[config.mk]
export PLATFORM = sky130hd
export DESIGN_NAME = rpn_stack_calc_flat
export DESIGN_NICKNAME = d
export VERILOG_FILES = /design/src/rtl/rpn_pkg.sv /design/src/rtl/rpn_stack_calc_if.sv /design/src/rtl/rpn_serializer.sv /design/src/rtl/rpn_stack_calc.sv /design/src/flat_wrapper.sv
export SDC_FILE = /design/constraint.sdc
export NUM_CORES = 1
export LEC_CHECK = 0
export CAP_MARGIN = 20
export CORE_ASPECT_RATIO = 1.2
export CORE_MARGIN = 2
export CORE_UTILIZATION = 55
export CTS_BUF_LIST = sky130_fd_sc_hd__clkbuf_16
export CTS_CLUSTER_DIAMETER = 200
export DETAILED_ROUTE_END_ITERATION = 6
export PLACE_DENSITY = 0.77
export SLEW_MARGIN = 10
export SYNTH_ARGS = -nofsm -noshare
export SYNTH_HDL_FRONTEND = slang
export SYNTH_HIERARCHICAL = 1
export SYNTH_SLANG_ARGS = --single-unit
[constraint.sdc]
create_clock -name clk -period 6.4 [get_ports clk]
set_input_delay 0.64 -clock clk [delete_from_list [all_inputs] [get_ports clk]]
set_output_delay 0.64 -clock clk [all_outputs]
set_load 0.03 [all_outputs]
[src/rtl/rpn_pkg.sv]
// Shared encodings for the bit-serial RPN calculator: opcodes, frame kinds, FSM states.
package rpn_pkg;

  localparam logic [2:0] OP_CLEAR = 3'b000;
  localparam logic [2:0] OP_ADD   = 3'b001;
  localparam logic [2:0] OP_MUL   = 3'b010;
  localparam logic [2:0] OP_ENTER = 3'b011;
  localparam logic [2:0] OP_SUB   = 3'b100;
  localparam logic [2:0] OP_DUP   = 3'b101;
  localparam logic [2:0] OP_SWAP  = 3'b110;
  localparam logic [2:0] OP_DROP  = 3'b111;

  localparam logic KIND_PUSH = 1'b0;
  localparam logic KIND_OP   = 1'b1;

  typedef enum logic [2:0] {
    ST_IDLE = 3'd0,
    ST_KIND = 3'd1,
    ST_DATA = 3'd2,
    ST_OP   = 3'd3,
    ST_EXEC = 3'd4
  } state_e;

endpackage

[src/rtl/rpn_stack_calc_if.sv]
// Serial command/result link and status lines of the RPN calculator.
interface rpn_stack_calc_if #(
  parameter int DEPTH = 8
);
  localparam int PW = $clog2(DEPTH + 1);

  logic          dIn;
  logic          dOut;
  logic          overflow;
  logic          underflow;
  logic          busy;
  logic [PW-1:0] depth_cnt;

  modport master (output dIn, input dOut, overflow, underflow, busy, depth_cnt);
  modport slave  (input dIn, output dOut, overflow, underflow, busy, depth_cnt);

endinterface

[src/rtl/rpn_serializer.sv]
// Result transmitter: one start bit (1) then WIDTH data bits MSB first; busy covers all WIDTH+1 cycles.
module rpn_serializer #(
  parameter int WIDTH = 8
) (
  input  logic             clk,
  input  logic             rst,
  input  logic             load_i,
  input  logic [WIDTH-1:0] data_i,
  output logic             dout_o,
  output logic             busy_o
);
  localparam int CW = $clog2(WIDTH + 1);

  logic [WIDTH-1:0] sh_q, sh_d;
  logic [CW-1:0]    cnt_q, cnt_d;
  logic             dout_q, dout_d;
  logic             busy_q, busy_d;

  always_comb begin
    sh_d   = sh_q;
    cnt_d  = cnt_q;
    dout_d = dout_q;
    busy_d = busy_q;
    if (load_i) begin
      sh_d   = data_i;
      cnt_d  = CW'(WIDTH);
      dout_d = 1'b1;
      busy_d = 1'b1;
    end else if (busy_q) begin
      if (cnt_q == '0) begin
        busy_d = 1'b0;
        dout_d = 1'b0;
      end else begin
        dout_d = sh_q[WIDTH-1];
        sh_d   = {sh_q[WIDTH-2:0], 1'b0};
        cnt_d  = cnt_q - 1'b1;
      end
    end
  end

  always_ff @(posedge clk or posedge rst) begin
    if (rst) begin
      sh_q   <= '0;
      cnt_q  <= '0;
      dout_q <= 1'b0;
      busy_q <= 1'b0;
    end else begin
      sh_q   <= sh_d;
      cnt_q  <= cnt_d;
      dout_q <= dout_d;
      busy_q <= busy_d;
    end
  end

  assign dout_o = dout_q;
  assign busy_o = busy_q;

endmodule

[src/rtl/rpn_stack_calc.sv]
// Bit-serial RPN calculator: frame FSM, shift-in register, LIFO stack and ALU.
// Define RPN_SATURATE_EN to make ADD/MUL clamp at all-ones and SUB clamp at zero.
module rpn_stack_calc
  import rpn_pkg::*;
#(
  parameter int WIDTH = 8,
  parameter int DEPTH = 8
) (
  input logic              clk,
  input logic              rst,
  rpn_stack_calc_if.slave  bus
);
  localparam int PW = $clog2(DEPTH + 1);
  localparam int AW = $clog2(DEPTH);
  localparam int BW = $clog2(WIDTH + 1);
  // Shift register must hold at least the 3 opcode bits even for tiny WIDTH.
  localparam int SW = (WIDTH < 3) ? 3 : WIDTH;

  state_e           state_q, state_d;
  logic [BW-1:0]    bit_cnt_q, bit_cnt_d;
  logic [SW-1:0]    shift_q, shift_d;
  logic             kind_q, kind_d;

  logic [WIDTH-1:0] stack_q [DEPTH];
  logic [WIDTH-1:0] stack_d [DEPTH];
  logic [PW-1:0]    sp_q, sp_d;
  logic             ovf_q, ovf_d;
  logic             unf_q, unf_d;

  logic [AW-1:0]    tos_idx, nos_idx, push_idx;
  logic [WIDTH-1:0] tos, nos;
  logic [WIDTH-1:0] add_res, mul_res, sub_res, alu_res;
  logic             ser_load, ser_busy, ser_dout;
  logic [2:0]       opcode;

  // Frame receiver
  always_comb begin
    state_d   = state_q;
    bit_cnt_d = bit_cnt_q;
    shift_d   = shift_q;
    kind_d    = kind_q;
    case (state_q)
      ST_IDLE: if (bus.dIn) state_d = ST_KIND;
      ST_KIND: begin
        kind_d = bus.dIn;
        if (bus.dIn == KIND_OP) begin
          state_d   = ST_OP;
          bit_cnt_d = BW'(3);
        end else begin
          state_d   = ST_DATA;
          bit_cnt_d = BW'(WIDTH);
        end
      end
      ST_DATA, ST_OP: begin
        shift_d   = {shift_q[SW-2:0], bus.dIn};
        bit_cnt_d = bit_cnt_q - 1'b1;
        if (bit_cnt_q == BW'(1)) state_d = ST_EXEC;
      end
      ST_EXEC: state_d = ST_IDLE;
      default: state_d = ST_IDLE;
    endcase
  end

  always_ff @(posedge clk or posedge rst) begin
    if (rst) begin
      state_q   <= ST_IDLE;
      bit_cnt_q <= '0;
      shift_q   <= '0;
      kind_q    <= KIND_PUSH;
    end else begin
      state_q   <= state_d;
      bit_cnt_q <= bit_cnt_d;
      shift_q   <= shift_d;
      kind_q    <= kind_d;
    end
  end

  assign tos_idx  = AW'(sp_q - PW'(1));
  assign nos_idx  = AW'(sp_q - PW'(2));
  assign push_idx = AW'(sp_q);
  assign tos      = stack_q[tos_idx];
  assign nos      = stack_q[nos_idx];
  assign opcode   = shift_q[2:0];

`ifdef RPN_SATURATE_EN
  logic [WIDTH:0]     sum_w, diff_w;
  logic [2*WIDTH-1:0] prod_w;
  assign sum_w   = {1'b0, nos} + {1'b0, tos};
  assign diff_w  = {1'b0, nos} - {1'b0, tos};
  assign prod_w  = {{WIDTH{1'b0}}, nos} * {{WIDTH{1'b0}}, tos};
  assign add_res = sum_w[WIDTH] ? '1 : sum_w[WIDTH-1:0];
  assign sub_res = diff_w[WIDTH] ? '0 : diff_w[WIDTH-1:0];
  assign mul_res = (|prod_w[2*WIDTH-1:WIDTH]) ? '1 : prod_w[WIDTH-1:0];
`else
  assign add_res = nos + tos;
  assign sub_res = nos - tos;
  assign mul_res = nos * tos;
`endif

  always_comb begin
    alu_res = add_res;
    case (opcode)
      OP_MUL:  alu_res = mul_res;
      OP_SUB:  alu_res = sub_res;
      default: alu_res = add_res;
    endcase
  end

  // Stack execution; exactly one frame is acted on per EXEC cycle
  always_comb begin
    stack_d  = stack_q;
    sp_d     = sp_q;
    ovf_d    = ovf_q;
    unf_d    = unf_q;
    ser_load = 1'b0;
    if (state_q == ST_EXEC) begin
      if (kind_q == KIND_PUSH) begin
        if (sp_q == PW'(DEPTH)) begin
          ovf_d = 1'b1;
        end else begin
          stack_d[push_idx] = shift_q[WIDTH-1:0];
          sp_d              = sp_q + PW'(1);
        end
      end else begin
        case (opcode)
          OP_CLEAR: begin
            sp_d  = '0;
            ovf_d = 1'b0;
            unf_d = 1'b0;
          end
          OP_ADD, OP_MUL, OP_SUB: begin
            if (sp_q < PW'(2)) begin
              unf_d = 1'b1;
            end else begin
              stack_d[nos_idx] = alu_res;
              sp_d             = sp_q - PW'(1);
            end
          end
          OP_ENTER: begin
            if (sp_q == '0) unf_d = 1'b1;
            else if (!ser_busy) ser_load = 1'b1;
          end
          OP_DUP: begin
            if (sp_q == '0) begin
              unf_d = 1'b1;
            end else if (sp_q == PW'(DEPTH)) begin
              ovf_d = 1'b1;
            end else begin
              stack_d[push_idx] = tos;
              sp_d              = sp_q + PW'(1);
            end
          end
          OP_SWAP: begin
            if (sp_q < PW'(2)) begin
              unf_d = 1'b1;
            end else begin
              stack_d[tos_idx] = nos;
              stack_d[nos_idx] = tos;
            end
          end
          default: begin
            if (sp_q == '0) unf_d = 1'b1;
            else            sp_d  = sp_q - PW'(1);
          end
        endcase
      end
    end
  end

  always_ff @(posedge clk or posedge rst) begin
    if (rst) begin
      for (int i = 0; i < DEPTH; i++) stack_q[i] <= '0;
      sp_q  <= '0;
      ovf_q <= 1'b0;
      unf_q <= 1'b0;
    end else begin
      stack_q <= stack_d;
      sp_q    <= sp_d;
      ovf_q   <= ovf_d;
      unf_q   <= unf_d;
    end
  end

  rpn_serializer #(.WIDTH(WIDTH)) u_ser (
    .clk    (clk),
    .rst    (rst),
    .load_i (ser_load),
    .data_i (tos),
    .dout_o (ser_dout),
    .busy_o (ser_busy)
  );

  assign bus.dOut      = ser_dout;
  assign bus.busy      = ser_busy;
  assign bus.overflow  = ovf_q;
  assign bus.underflow = unf_q;
  assign bus.depth_cnt = sp_q;

endmodule

[src/flat_wrapper.sv]
// flat-port wrapper written by rule: the top's interface ports become plain ports
module rpn_stack_calc_flat import rpn_pkg::*;
#(
  parameter int WIDTH = 8,
  parameter int DEPTH = 8
)
  (clk, rst, bus_dIn, bus_dOut, bus_overflow, bus_underflow, bus_busy, bus_depth_cnt);
  rpn_stack_calc_if #(.DEPTH(DEPTH)) bus_i ();
  input logic clk;
  input logic rst;
  input wire logic [$bits(bus_i.dIn)-1:0] bus_dIn;
  output wire logic [$bits(bus_i.dOut)-1:0] bus_dOut;
  output wire logic [$bits(bus_i.overflow)-1:0] bus_overflow;
  output wire logic [$bits(bus_i.underflow)-1:0] bus_underflow;
  output wire logic [$bits(bus_i.busy)-1:0] bus_busy;
  output wire logic [$bits(bus_i.depth_cnt)-1:0] bus_depth_cnt;
  assign bus_i.dIn = bus_dIn;
  assign bus_dOut = bus_i.dOut;
  assign bus_overflow = bus_i.overflow;
  assign bus_underflow = bus_i.underflow;
  assign bus_busy = bus_i.busy;
  assign bus_depth_cnt = bus_i.depth_cnt;
  rpn_stack_calc #(.WIDTH(WIDTH), .DEPTH(DEPTH)) u_core (.clk(clk), .rst(rst), .bus(bus_i));
endmodule
======== Word-level counts from Yosys, hierarchy flattened ========
Index checks and enable logic that the tools add are counted.
storage, ports and cells
  register bits ........................... 100
  bits in latches ......................... 0
  memory bits (writable) .................. 0
  bits in read-only memories .............. 0
  input port bits ......................... 3
  memories ................................ 0
operators by class
  add/subtract/negate cells ............... 7
  multipliers ............................. 1
  divide/modulo/power cells ............... 0
  order comparisons ....................... 7
  eq/ne operators ......................... 25
  shifts and indexed selects .............. 0
  muxes and demuxes ....................... 61
  bitwise gates (word level) .............. 3
  reduce and logical (&&, ||, !) cells .... 20
operator list
  operator                                              number
  2-to-1 mux 64 bit                                     6
  bitwise mux 64 bit                                    5
  one-hot mux 64 bit (3 select lines)                   1
  2-to-1 mux 8 bit                                      10
  demux 8 bit (select 3 bit)                            3
  binary-select mux 8 bit (select 3 bit)                2
  2-to-1 mux 4 bit                                      9
  2-to-1 mux 1 bit                                      17
  one-hot mux 4 bit (4 select lines)                    1
  one-hot mux 8 bit (2 select lines)                    1
  equality test 3 x 2 -> 1 bit (second input constant)  4
  equality test 3 bit (second input constant)           4
  >= comparator 4 bit (second input constant)           3
  < comparator 4 x 1 -> 1 bit (second input constant)   3
  != test 3 bit (second input constant)                 4
  inverter 3 -> 4 bit                                   3
  subtractor 4 x 1 -> 4 bit (second input constant)     3
  one-hot mux 3 bit (3 select lines)                    1
  adder 8 bit                                           1
  logical NOT 4 bit                                     2
  multiplier 8 x 8 -> 8 bit                             1
  != test 2 x 1 -> 1 bit (second input constant)        4
  != test 4 bit (second input constant)                 2
  one-hot mux 4 bit (2 select lines)                    1
  22 further kinds                                      33

======== Longest topological paths before layout ========
Gate-level depths: netlist of run 1.
  word-level depth ........................ 11
  gate-level depth with buffers ........... 28

======== Cells and area by module ========
The synthesis of run 1 kept the hierarchy.
modules (own cells, without submodules)
  module          times used  cells an instance  area each (sq um)  seq. area each (sq um)
  rpn_stack_calc  1           1171               9246.4             2152.1
  rpn_serializer  1           76                 713.2              350.3

======== Worst setup path after synthesis of run 1 ========
No wires, ideal clock.
  path type ............................... reg2reg
  start point ............................. reg u_core.sp_q[0], in the netlist u_core/bus.depth_cnt[0]
  end point ............................... reg u_core/stack_q[31] (netlist bit)
  setup time .............................. 121 ps
  data arrival time ....................... 6401 ps
  data required time ...................... 6279 ps
  slack ................................... -122 ps
  stages on the path, launching flop included .. 28
  path buffers ............................ 8
  cells stage by stage .................... dfrtp_1 buf_6 buf_6 buf_2 inv_2 ha_1 buf_2 buf_2 clkbuf_1 mux4_2 nor2_1 clkbuf_1 buf_1 nor2_1 fa_1 ha_1 inv_1 fa_1 inv_1 fa_1 a21o_1 a21oi_1 xnor2_1 xnor2_1 xnor3_2 nand2_4 o211ai_2 a22o_1
between the ends
  longest elaborated chain between the ends .. 11
  elaborated cells on any way between the ends .. 51
ends and longest elaborated chain
  what                                                                             line                                                               source
  from (decl)                                                                      rpn_stack_calc.sv:26                                               logic [PW-1:0] sp_q, sp_d;
  from (signal assigned)                                                           rpn_stack_calc.sv:178                                              sp_q <= sp_d;
  subtractor 4 x 1 -> 4 bit / subtractor 3 x 2 -> 3 bit (equally long branches)    rpn_stack_calc.sv:78, rpn_stack_calc.sv:79
  inverter 3 -> 4 bit (on tied branches)                                           n/a
  binary-select mux 8 bit (select 3 bit) (tied with other cells)                   rpn_stack_calc.sv:81                                               assign tos = stack_q[tos_idx];
  2-to-1 mux 8 bit (implied by the code) (tied with other cells)                   rpn_stack_calc.sv:81
  2-to-1 mux 8 bit (on tied branches)                                              rpn_stack_calc.sv:81, rpn_stack_calc.sv:82, rpn_stack_calc.sv:157
  multiplier 8 x 8 -> 8 bit (tied with other cells)                                rpn_stack_calc.sv:97                                               assign mul_res = nos * tos;
  one-hot mux 8 bit (2 select lines) / bitwise mux 64 bit (equally long branches)  rpn_stack_calc.sv:102, rpn_stack_calc.sv:157
  bitwise mux 64 bit (on tied branches)                                            rpn_stack_calc.sv:135, rpn_stack_calc.sv:158
  2-to-1 mux 64 bit (on tied branches)                                             rpn_stack_calc.sv:132, rpn_stack_calc.sv:154
  one-hot mux 64 bit (3 select lines)                                              rpn_stack_calc.sv:125                                              case (opcode)
  2-to-1 mux 64 bit                                                                rpn_stack_calc.sv:117                                              if (kind_q == KIND_PUSH) begin
  to (signal assigned)                                                             rpn_stack_calc.sv:177                                              stack_q <= stack_d;
  to (decl)                                                                        rpn_stack_calc.sv:24                                               logic [WIDTH-1:0] stack_q [DEPTH];
Parallel ways exist; a longest one is shown, timed or not. The select of a mux whose other input is x is not followed.
A chain may end at the register's enable or synchronous reset.

======== Final worst setup path of run 1 ========
  start point ............................. reg u_core.sp_q[1], in the netlist u_core/bus.depth_cnt[1]
  end point ............................... reg u_core/stack_q[62] (netlist bit)
between the ends
  longest elaborated chain between the ends .. 11
  elaborated cells on any way between the ends .. 51
ends and longest elaborated chain
  what                                                   line                   source
  subtractor 4 x 1 -> 4 bit *                            rpn_stack_calc.sv:78   assign tos_idx = AW'(sp_q - PW'(1));
  inverter 3 -> 4 bit (implied by the code) *            rpn_stack_calc.sv:81
  binary-select mux 8 bit (select 3 bit) *               rpn_stack_calc.sv:81
  2-to-1 mux 8 bit (implied by the code) * (2 in a row)  rpn_stack_calc.sv:81
  named net u_core.tos[3]                                rpn_stack_calc.sv:31   logic [WIDTH-1:0] tos, nos;
  multiplier 8 x 8 -> 8 bit (tied with other cells)      rpn_stack_calc.sv:97
  one-hot mux 8 bit (2 select lines) *                   rpn_stack_calc.sv:102  case (opcode)
  bitwise mux 64 bit *                                   rpn_stack_calc.sv:135  stack_d[nos_idx] = alu_res;
  2-to-1 mux 64 bit *                                    rpn_stack_calc.sv:132  if (sp_q < PW'(2)) begin
  one-hot mux 64 bit (3 select lines) *                  rpn_stack_calc.sv:125
  2-to-1 mux 64 bit *                                    rpn_stack_calc.sv:117
The timed path passes the listed nets; every way through them passes the cells marked *. The select of a mux whose other input is x is not followed.

==> results of run 1 <==
==> cells in the final DEF (no fill, tap or decap), types with 18 or more instances in the layout <==
master    count
a21oi_1     164
a31oi_1      20
buf_4        42
dfrtp_1      98
ha_1         36
inv_1        50
mux2_2       18
mux4_2       32
nand2_1     143
nor2_1      167
nor2b_1      20
o211ai_1     31
o21ai_0      57
o221ai_1     39
o31ai_1      50
xnor2_1      18
==> final cells by class <==
type | instances | share of cell area, %
clock buffer | 9 | 2.136
clock inverter | 7 | 0.5935
inverter | 53 | 1.899
multi-input combinational | 993 | 64.91
sequential | 100 | 23.76
tap | 220 | 2.611
timing repair buffer | 53 | 4.083
==> flip-flops by register name, indices dropped and copies added (netlist names), 3 cells and up <==
name	flops
u_core/shift_q	8
u_core/stack_q	64
u_core/bit_cnt_q	4
u_core/u_ser/cnt_q	4
u_core/u_ser/sh_q	8
u_core/bus.depth_cnt	4
u_core/state_q	3
==> stage by stage <==
step           utilization, %  instances  hold WS (ps)  area [um2]
2_1_floorplan               -       1247         453.0        9962
3_3_place_gp            58.04       1418         478.0       10240
3_5_place_dp            58.04       1418         489.3       10240
4_1_cts                 59.68       1434         508.8       10530
5_1_grt                 59.76       1435         531.9       10540
6_report                59.76       1435         500.9       10540
==> final timing paths <==
path	startpoint	end	slack (ps)	depth (start not counted)
setup / recovery	u_core/bus.depth_cnt[1]$_DFFE_PP0P_	u_core/stack_q[62]$_DFFE_PP0P_	330	21
hold / removal	u_core/u_ser/dout_o$_DFFE_PP0P_	u_core/u_ser/dout_o$_DFFE_PP0P_	500	2
setup reg to reg	u_core/bus.depth_cnt[1]$_DFFE_PP0P_	u_core/stack_q[62]$_DFFE_PP0P_	330	21
hold reg to reg	u_core/u_ser/dout_o$_DFFE_PP0P_	u_core/u_ser/dout_o$_DFFE_PP0P_	500	2
max in group asynchronous	rst	u_core/bus.depth_cnt[0]$_DFFE_PP0P_	4500	3
min in group asynchronous	rst	u_core/u_ser/cnt_q[0]$_DFFE_PP0P_	660	2
==> layer usage <==
layer | up-vias | GRT usage [%]
met3 | 238 | 9.749
met5 | - | 0
met2 | 839 | 56.91
met1 | 4939 | 48.63
li1 | 4538 | -
met4 | 0 | 29.07
==> kinds of logic (layout without fill, tap and decap cells) <==
logic type | after synthesis | in the layout | synth area share (%)
adders and majority gates | 49 | 49 | 7.136
muxes | 65 | 65 | 11.33
AOI/OAI and AO/OA | 457 | 457 | 29.97
xor gates and xnor gates | 28 | 28 | 3.128
DFF | 100 | 100 | 25.13
buffers and inverters | 154 | 122 | 6.432
and+or+nand+nor | 394 | 394 | 16.87
==> worst reg2reg max path, cell delays in order, from the launching register on <==
cell     delay [ps]
dfrtp_1         350
inv_1            90
ha_1            760
buf_4           380
mux4_2          340
mux2i_2         310
inv_1           170
nand2_1         120
fa_1            170
inv_1            50
fa_1            470
ha_1            290
inv_1            50
fa_1            530
inv_1            40
ha_1            330
a21oi_1         190
xnor2_1         140
nand2_1          70
o21ai_1         640
a21oi_1         180
o31ai_1         300
==> results_dict.tcl, run 1 <==
set metrics [dict create \
    ys_seq_elements 100 \
    vias_per_cell 7.355 \
    crit_required_ps 6650 \
    ys_seq_area_share_pct 25.13 \
    max_freq_mhz 164.7 \
    dpl_worst_slack_ps 480.1 \
    antenna_found_initial 0 \
    worstPathArrival_ps 6320 \
    synthTopCellsByArea "dfrtp_1, a21oi_1, mux4_2, nor2_1, nand2_1" \
    avgSynthCellArea_um2 7.987 \
    timing.slew.headroom_pct 22.01 \
    maxSlewViolCount 0 \
    crit_path_start_kind "flop" \
    cp_common_cell "inv_1" \
    dp_hpwl_um 24490 \
    synth_fp_nets 1299 \
    clkSlewWorstSetupHoldPaths_ps 80 \
    period_needed_ps 6070 \
    drtIter0Drc 1579 \
    hold_class "flop to flop" \
    drc 0 \
    synthArstFlopShare_pct 100.0 \
    cts-htree-levels 3 \
    worst_pin_slew_ps 1166 \
    crit_chain "inv_1 > ha_1 > buf_4 > mux4_2 > mux2i_2 > inv_1 > nand2_1 > fa_1 > inv_1 > fa_1 > ha_1 > inv_1 > fa_1 > inv_1 > ha_1 > a21oi_1 > xnor2_1 > nand2_1 > o21ai_1 > a21oi_1 > o31ai_1" \
    area_growth_pct 5.842 \
    multi_input_area_um2 6843 \
    tritoncts "done" \
    die_x_um 126.8 \
    hold_violations 0 \
    pin_count 11 \
    gp_congestion 1.054 \
    yosys.cell_types.count 65 \
    route.met2.wl_um 15560 \
    insertion_delay_ps 360 \
    cts_setup_buffers 0 \
    end_kind "flop" \
    grt_overflow_total 0 \
    highest_layer "met4" \
    slowest_stage "ha_1" \
    path_buf_inv 6 \
    grt_pass1_vias 9921 \
    cts.sinks 100 \
    layout-drive-gt1-share_pct 11.44 \
    synth_ff_type "dfrtp_1" \
    status "completed" \
    synth_area_um2 9960 \
    worstSetupPathType "flop to flop" \
    io_buffer_count 10 \
    synth_edf_count 0 \
    max_stage_delay_ps 760 \
    cts_resized 0 \
    cts-root-buf "clkbuf_16" \
    setup_viol_count_final 0 \
    synth_warnings 6 \
    ctsHoldBuffers 0 \
    initial_core_util_pct 56.46 \
    syn_inst 1247 \
    fin_worst_skew_ps 9.252 \
    wl_met3_um 4876 \
    core_um2 17640 \
    die-area_um2 19200 \
    synth_top_area_share_pct 25.13 \
    tns_ps 0 \
    cts_inserted_buffers 9 \
    die_y_um 151.4 \
    grt_pass1_wl_um 56350 \
    totalWireLength_um 36650 \
    fillCellCount 1578 \
    grt_max_degree 76 \
    synth_most_common_cell "nor2_1" \
    setup_ws_ps 330.0 \
    insertedDiodeCount 0 \
    yosys.area.top_type "dfrtp_1" \
    cap_violations 0 \
    path_max_fanout 17 \
    cts_max_path_buffers 2 \
    regArea_um2 2505 \
    grt_use_total_pct 38.51 \
    rsz0062_at_grt "no" \
    vias 10550 \
    wl_per_cell_um 25.54 \
    antenna_left 0 \
    met1_length_um 12980 \
    post-route-period-util_pct 94.84 \
    first_pass_iters 6 \
    row_count 53 \
    cpLargestDelayFamily "adder cells" \
    final_nets 1262 \
    yosys-top-cells-count "nor2_1, a21oi_1, nand2_1, dfrtp_1, clkbuf_1" \
]
Power of run 1 is left out: the tool's default activity adds up to more than one toggle a clock period on the data nets, which glitch-free logic cannot reach.
==> inputs of run 2 (changes only) <==
- CORE_UTILIZATION: 55 -> 40
- GPL_TIMING_DRIVEN: unset -> 0
- PLACE_DENSITY: 0.77 -> 0.6
- SLEW_MARGIN: 10 -> 5
==> results_dict.tcl, run 2 (synthesized netlist as in run 1, its figures left out) <==
set metrics [dict create \
    timing.slew.headroom_pct 22.50 \
    max_stage_delay_ps 520 \
    cts.sinks 100 \
    maxSlewViolCount 0 \
    grt_pass1_wl_um 71920 \
    violations "design-rule violations" \
    layout-drive-gt1-share_pct 12.65 \
    pin_count 11 \
    crit_end "u_core/stack_q[31]$_DFFE_PP0P_" \
    die_y_um 176.9 \
    grt_use_total_pct 38.05 \
    totalWireLength_um 49830 \
    vias_per_cell 6.921 \
    cts_max_path_buffers 2 \
    setup_ws_ps 128.4 \
    tritoncts "done" \
    vias 11220 \
    post-route-period-util_pct 97.99 \
    drtIter0Drc 1486 \
    crit_required_ps 6660 \
    worstSetupPathType "flop to flop" \
    row_count 63 \
    reg2reg_to "u_core/stack_q[31]$_DFFE_PP0P_" \
    top_register "u_core/stack_q" \
    dpl_worst_slack_ps -1720 \
    whs_ps 499.5 \
    worst_pin_slew_ps 1158 \
    dp_hpwl_um 35710 \
    die-area_um2 26180 \
    io_buffer_count 10 \
    hold_class "flop to flop" \
    initial_core_util_pct 40.50 \
    setup_viol_count_final 0 \
    regToRegSetupSlack_ps 130 \
    cap_violations 0 \
    insertedDiodeCount 0 \
    die_x_um 148.0 \
    dp_cells 1585 \
    largest_reg_flops 64 \
    antenna_found_initial 2 \
    cts_inserted_buffers 9 \
    clkSlewWorstSetupHoldPaths_ps 80 \
    top_regs "u_core/stack_q (64), u_core/shift_q (8), u_core/u_ser/sh_q (8)" \
    antenna_left 0 \
    area_growth_pct 13.17 \
    final_cell_mix "nor2_1, a21oi_1, nand2_1" \
    crit_path_start_kind "flop" \
    worstPathArrival_ps 6530 \
    cts-htree-levels 3 \
    status "finished with violations" \
    gp_congestion 1.061 \
    grt_pass1_vias 10740 \
    grt_max_degree 49 \
    drc 1 \
    end_kind "flop" \
    startpoint "u_core/bus.depth_cnt[0]$_DFFE_PP0P_" \
    final_common_cell "nor2_1" \
    rr_worst_depth 27 \
    grt_overflow_total 0 \
    final_nets 1343 \
    period_needed_ps 6272 \
    first_pass_iters 7 \
    wl_per_cell_um 30.74 \
    r2r_start "u_core/bus.depth_cnt[0]$_DFFE_PP0P_" \
    insertion_delay_ps 380 \
    core_um2 24590 \
    fin_cells 1621 \
    slowest_stage "fa_1" \
    fin_worst_skew_ps 10.88 \
    max_freq_mhz 159.4 \
    path_max_fanout 10 \
    cts-root-buf "clkbuf_16" \
    rsz0062_at_grt "no" \
    hold_violations 0 \
]
[run 2: cell count changes in the layout (fill, tap and decap cells not counted), moves of 3 or more]
cell      delta
clkbuf_1    +60
buf_4       -19
buf_2       +11
buf_12       +9
clkbuf_2     +7
buf_1        +5
mux2i_4      +5
buf_6        +4
a21oi_1      -3
a21oi_2      +3
clkbuf_8     +3
mux2i_1      -3
[run 2: final cells by class]
type	count	area, um2
fill	2535	13320
multi-input combinational	993	6934
sequential	100	2505
buffer	98	549.3
tap	325	406.6
timing repair buffer	36	366.6
clock buffer	9	225.2
inverter	53	209.0
clock inverter	7	75.07
[run 2: metal layers]
metal	GRT usage (%)	vias up	wire length [um]
met3	10.26	271	5428
met4	27.58	2	4446
li1	-	4700	-
met5	0	-	16
met1	46.29	5426	18520
met2	57.97	820	21420
[run 2: critical path: cells and delay by family (launching register included)]
family / cells / cell delay, ps
AO/OA/AOI/OAI: 2 / 320
XOR/XNOR: 6 / 1320
adder cells (fa/ha/maj): 5 / 2080
buffers and inverters: 10 / 1370
flip-flops: 1 / 450
multiplexers: 2 / 350
AND/OR/NAND/NOR: 2 / 270
[run 2: repair_timing]
| item | in CTS | in global routing |
|---|---|---|
| pin swaps | 3 | 5 |
| setup endpoints to repair | 56 | 32 |
| hold buffers | 0 | 0 |
| buffers inserted | 15 | 8 |
| resized for setup | 52 | 9 |
[run 2: worst min-delay path by stage]
stage | start | endpoint | cells past startpoint
6_report | u_core/u_ser/sh_q[7]$_DFFE_PP0P_ | u_core/u_ser/dout_o$_DFFE_PP0P_ | 2
4_1_cts | u_core/u_ser/sh_q[7]$_DFFE_PP0P_ | u_core/u_ser/dout_o$_DFFE_PP0P_ | 2
2_1_floorplan | u_core/u_ser/sh_q[7]$_DFFE_PP0P_ | u_core/u_ser/dout_o$_DFFE_PP0P_ | 2
3_5_place_dp | u_core/u_ser/sh_q[7]$_DFFE_PP0P_ | u_core/u_ser/dout_o$_DFFE_PP0P_ | 2
5_1_grt | u_core/u_ser/dout_o$_DFFE_PP0P_ | u_core/u_ser/dout_o$_DFFE_PP0P_ | 2
3_3_place_gp | u_core/u_ser/sh_q[7]$_DFFE_PP0P_ | u_core/u_ser/dout_o$_DFFE_PP0P_ | 2
[run 2: through the flow]
| stage | TNS (ps) | area [um2] | utilization (%) |
|---|---|---|---|
| CTS | 0 | 11180 | 45.45 |
| finish | 0 | 11270 | 45.83 |
| global route | 0 | 11270 | 45.83 |
| global placement | -63800 | 10470 | 42.57 |
| detailed placement | -61780 | 10530 | 42.82 |
| floorplan | 0 | 9962 | - |
Power of run 2 is left out for the same reason.
==> inputs of run 3 (changes only) <==
==> constraint.sdc (replaced) <==
create_clock -name clk -period 6.4 [get_ports clk]
set_input_delay 0.64 -clock clk [delete_from_list [all_inputs] [get_ports clk]]
set_output_delay 0.64 -clock clk [all_outputs]
set_load 0.05 [all_outputs]
==> results_dict.tcl, run 3 (synthesized netlist as in run 1, its figures left out) <==
set metrics [dict create \
    hold_class "flop to flop" \
    fin_worst_skew_ps 12.98 \
    insertion_delay_ps 380 \
    cap_violations 0 \
    hold_path_depth 2 \
    max_stage_delay_ps 530 \
    rsz0062_at_grt "no" \
    antenna_left 0 \
    timing.slew.headroom_pct 16.79 \
    vias_per_cell 6.775 \
    cts-root-buf "clkbuf_16" \
    grt_use_total_pct 35.20 \
    clkSlewWorstSetupHoldPaths_ps 80 \
    rr_worst_depth 27 \
    pin_count 11 \
    totalWireLength_um 45560 \
    core_um2 24590 \
    worstPathArrival_ps 6490 \
    largest_reg_flops 64 \
    crit_path_start_kind "flop" \
    first_pass_iters 6 \
    dp_hpwl_um 33280 \
    io_buffer_count 10 \
    final_cell_mix "nor2_1, a21oi_1, nand2_1" \
    die_y_um 176.9 \
    tritoncts "done" \
    final_nets 1344 \
    cp_common_cell "buf_12" \
    gp_congestion 1.061 \
    top_regs "u_core/stack_q (64), u_core/shift_q (8), u_core/u_ser/sh_q (8)" \
    ctsHoldBuffers 0 \
    top_register "u_core/stack_q" \
    worstSetupPathType "flop to flop" \
    slowest_stage "fa_1" \
    cts_inserted_buffers 9 \
    insertedDiodeCount 0 \
    row_count 63 \
    setup_viol_count_final 0 \
    layout-drive-gt1-share_pct 12.64 \
    cts_max_path_buffers 2 \
    fillCellCount 2530 \
    die-area_um2 26180 \
    vias 10990 \
    grt_max_degree 45 \
    crit_required_ps 6660 \
    antenna_found_initial 0 \
    post-route-period-util_pct 97.46 \
    die_x_um 148.0 \
    path_max_fanout 10 \
    initial_core_util_pct 40.50 \
    period_needed_ps 6237 \
    grt_pass1_vias 10530 \
    cts-htree-levels 3 \
    wl_per_cell_um 28.09 \
    drtIter0Drc 1839 \
    cts.sinks 100 \
    status "completed" \
    grt_pass1_wl_um 67280 \
    grt_overflow_total 0 \
    final_common_cell "nor2_1" \
    maxSlewViolCount 0 \
    max_freq_mhz 160.3 \
    end_kind "flop" \
    area_growth_pct 12.61 \
    whs_ps 495.3 \
    worst_pin_slew_ps 1244 \
    hold_violations 0 \
    drc 0 \
]
==> run 3: changes by cell type in the layout (fill, tap and decap cells not counted), sizes merged <==
cell	change
inv	-1
bufinv	-1
clkinv	+3
clkinvlp	-1
clkbuf	-1
buf	+2
==> run 3: routing by layer <==
layer	vias up	GRT usage, %	wire, um
li1	4701	-	-
met1	5203	44.36	17240
met2	815	52.08	19200
met3	270	9.098	5072
met4	0	25.60	4041
met5	-	0	0
==> run 3: final cells by class <==
class	instances	area, um2	share of cell area, %
plain buffers	98	538.0	4.797
clock buffers	9	225.2	2.008
clock inverters	7	46.29	0.4128
inverters	53	209.0	1.863
multi-input cells	993	6934	61.82
flip-flops and latches	100	2505	22.33
well taps	325	406.6	3.626
repair buffers	37	351.6	3.135
==> run 3: path summary, 6_finish.rpt <==
check,start,to,slack [ps]
worst max-delay path,u_core/bus.depth_cnt[0]$_DFFE_PP0P_,u_core/stack_q[31]$_DFFE_PP0P_,160
min in group asynchronous,rst,u_core/u_ser/dout_o$_DFFE_PP0P_,720
worst min register to register,u_core/u_ser/sh_q[7]$_DFFE_PP0P_,u_core/u_ser/dout_o$_DFFE_PP0P_,500
worst max register to register,u_core/bus.depth_cnt[0]$_DFFE_PP0P_,u_core/stack_q[31]$_DFFE_PP0P_,160
worst min-delay path,u_core/u_ser/sh_q[7]$_DFFE_PP0P_,u_core/u_ser/dout_o$_DFFE_PP0P_,500
max in group asynchronous,rst,u_core/stack_q[11]$_DFFE_PP0P_,4990
==> run 3: critical path, delay by kind of cell, from the launching register on <==
kind                       cells  cell delay, ps
DFF                            1             390
and+or+nand+nor                3             380
muxes                          1             370
adders and majority gates      5            1990
buffers and inverters         11            1600
xor gates and xnor gates       3             640
AOI/OAI and AO/OA              4             710
==> run 3: repair_timing <==
item | 4_1_cts | 5_1_grt
buffers inserted | 15 | 10
pin swaps | 3 | 4
endpoints found under the setup margin | 43 | 17
gates resized for setup | 44 | 14
==> run 3: through the flow <==
stage | std cells | util (%) | setup TNS, ps | instance area [um2] | worst slack, ps
2_1_floorplan | 1247 | - | 0 | 9966 | 34.22
3_3_place_gp | 1582 | 42.58 | -44540 | 10470 | -1343
3_5_place_dp | 1583 | 42.77 | -40740 | 10520 | -1351
4_1_cts | 1612 | 45.05 | 0 | 11080 | 0.1896
5_1_grt | 1622 | 45.60 | 0 | 11220 | 27.17
6_report | 1622 | 45.60 | 0 | 11220 | 162.8
Power of run 3 is left out for the same reason.
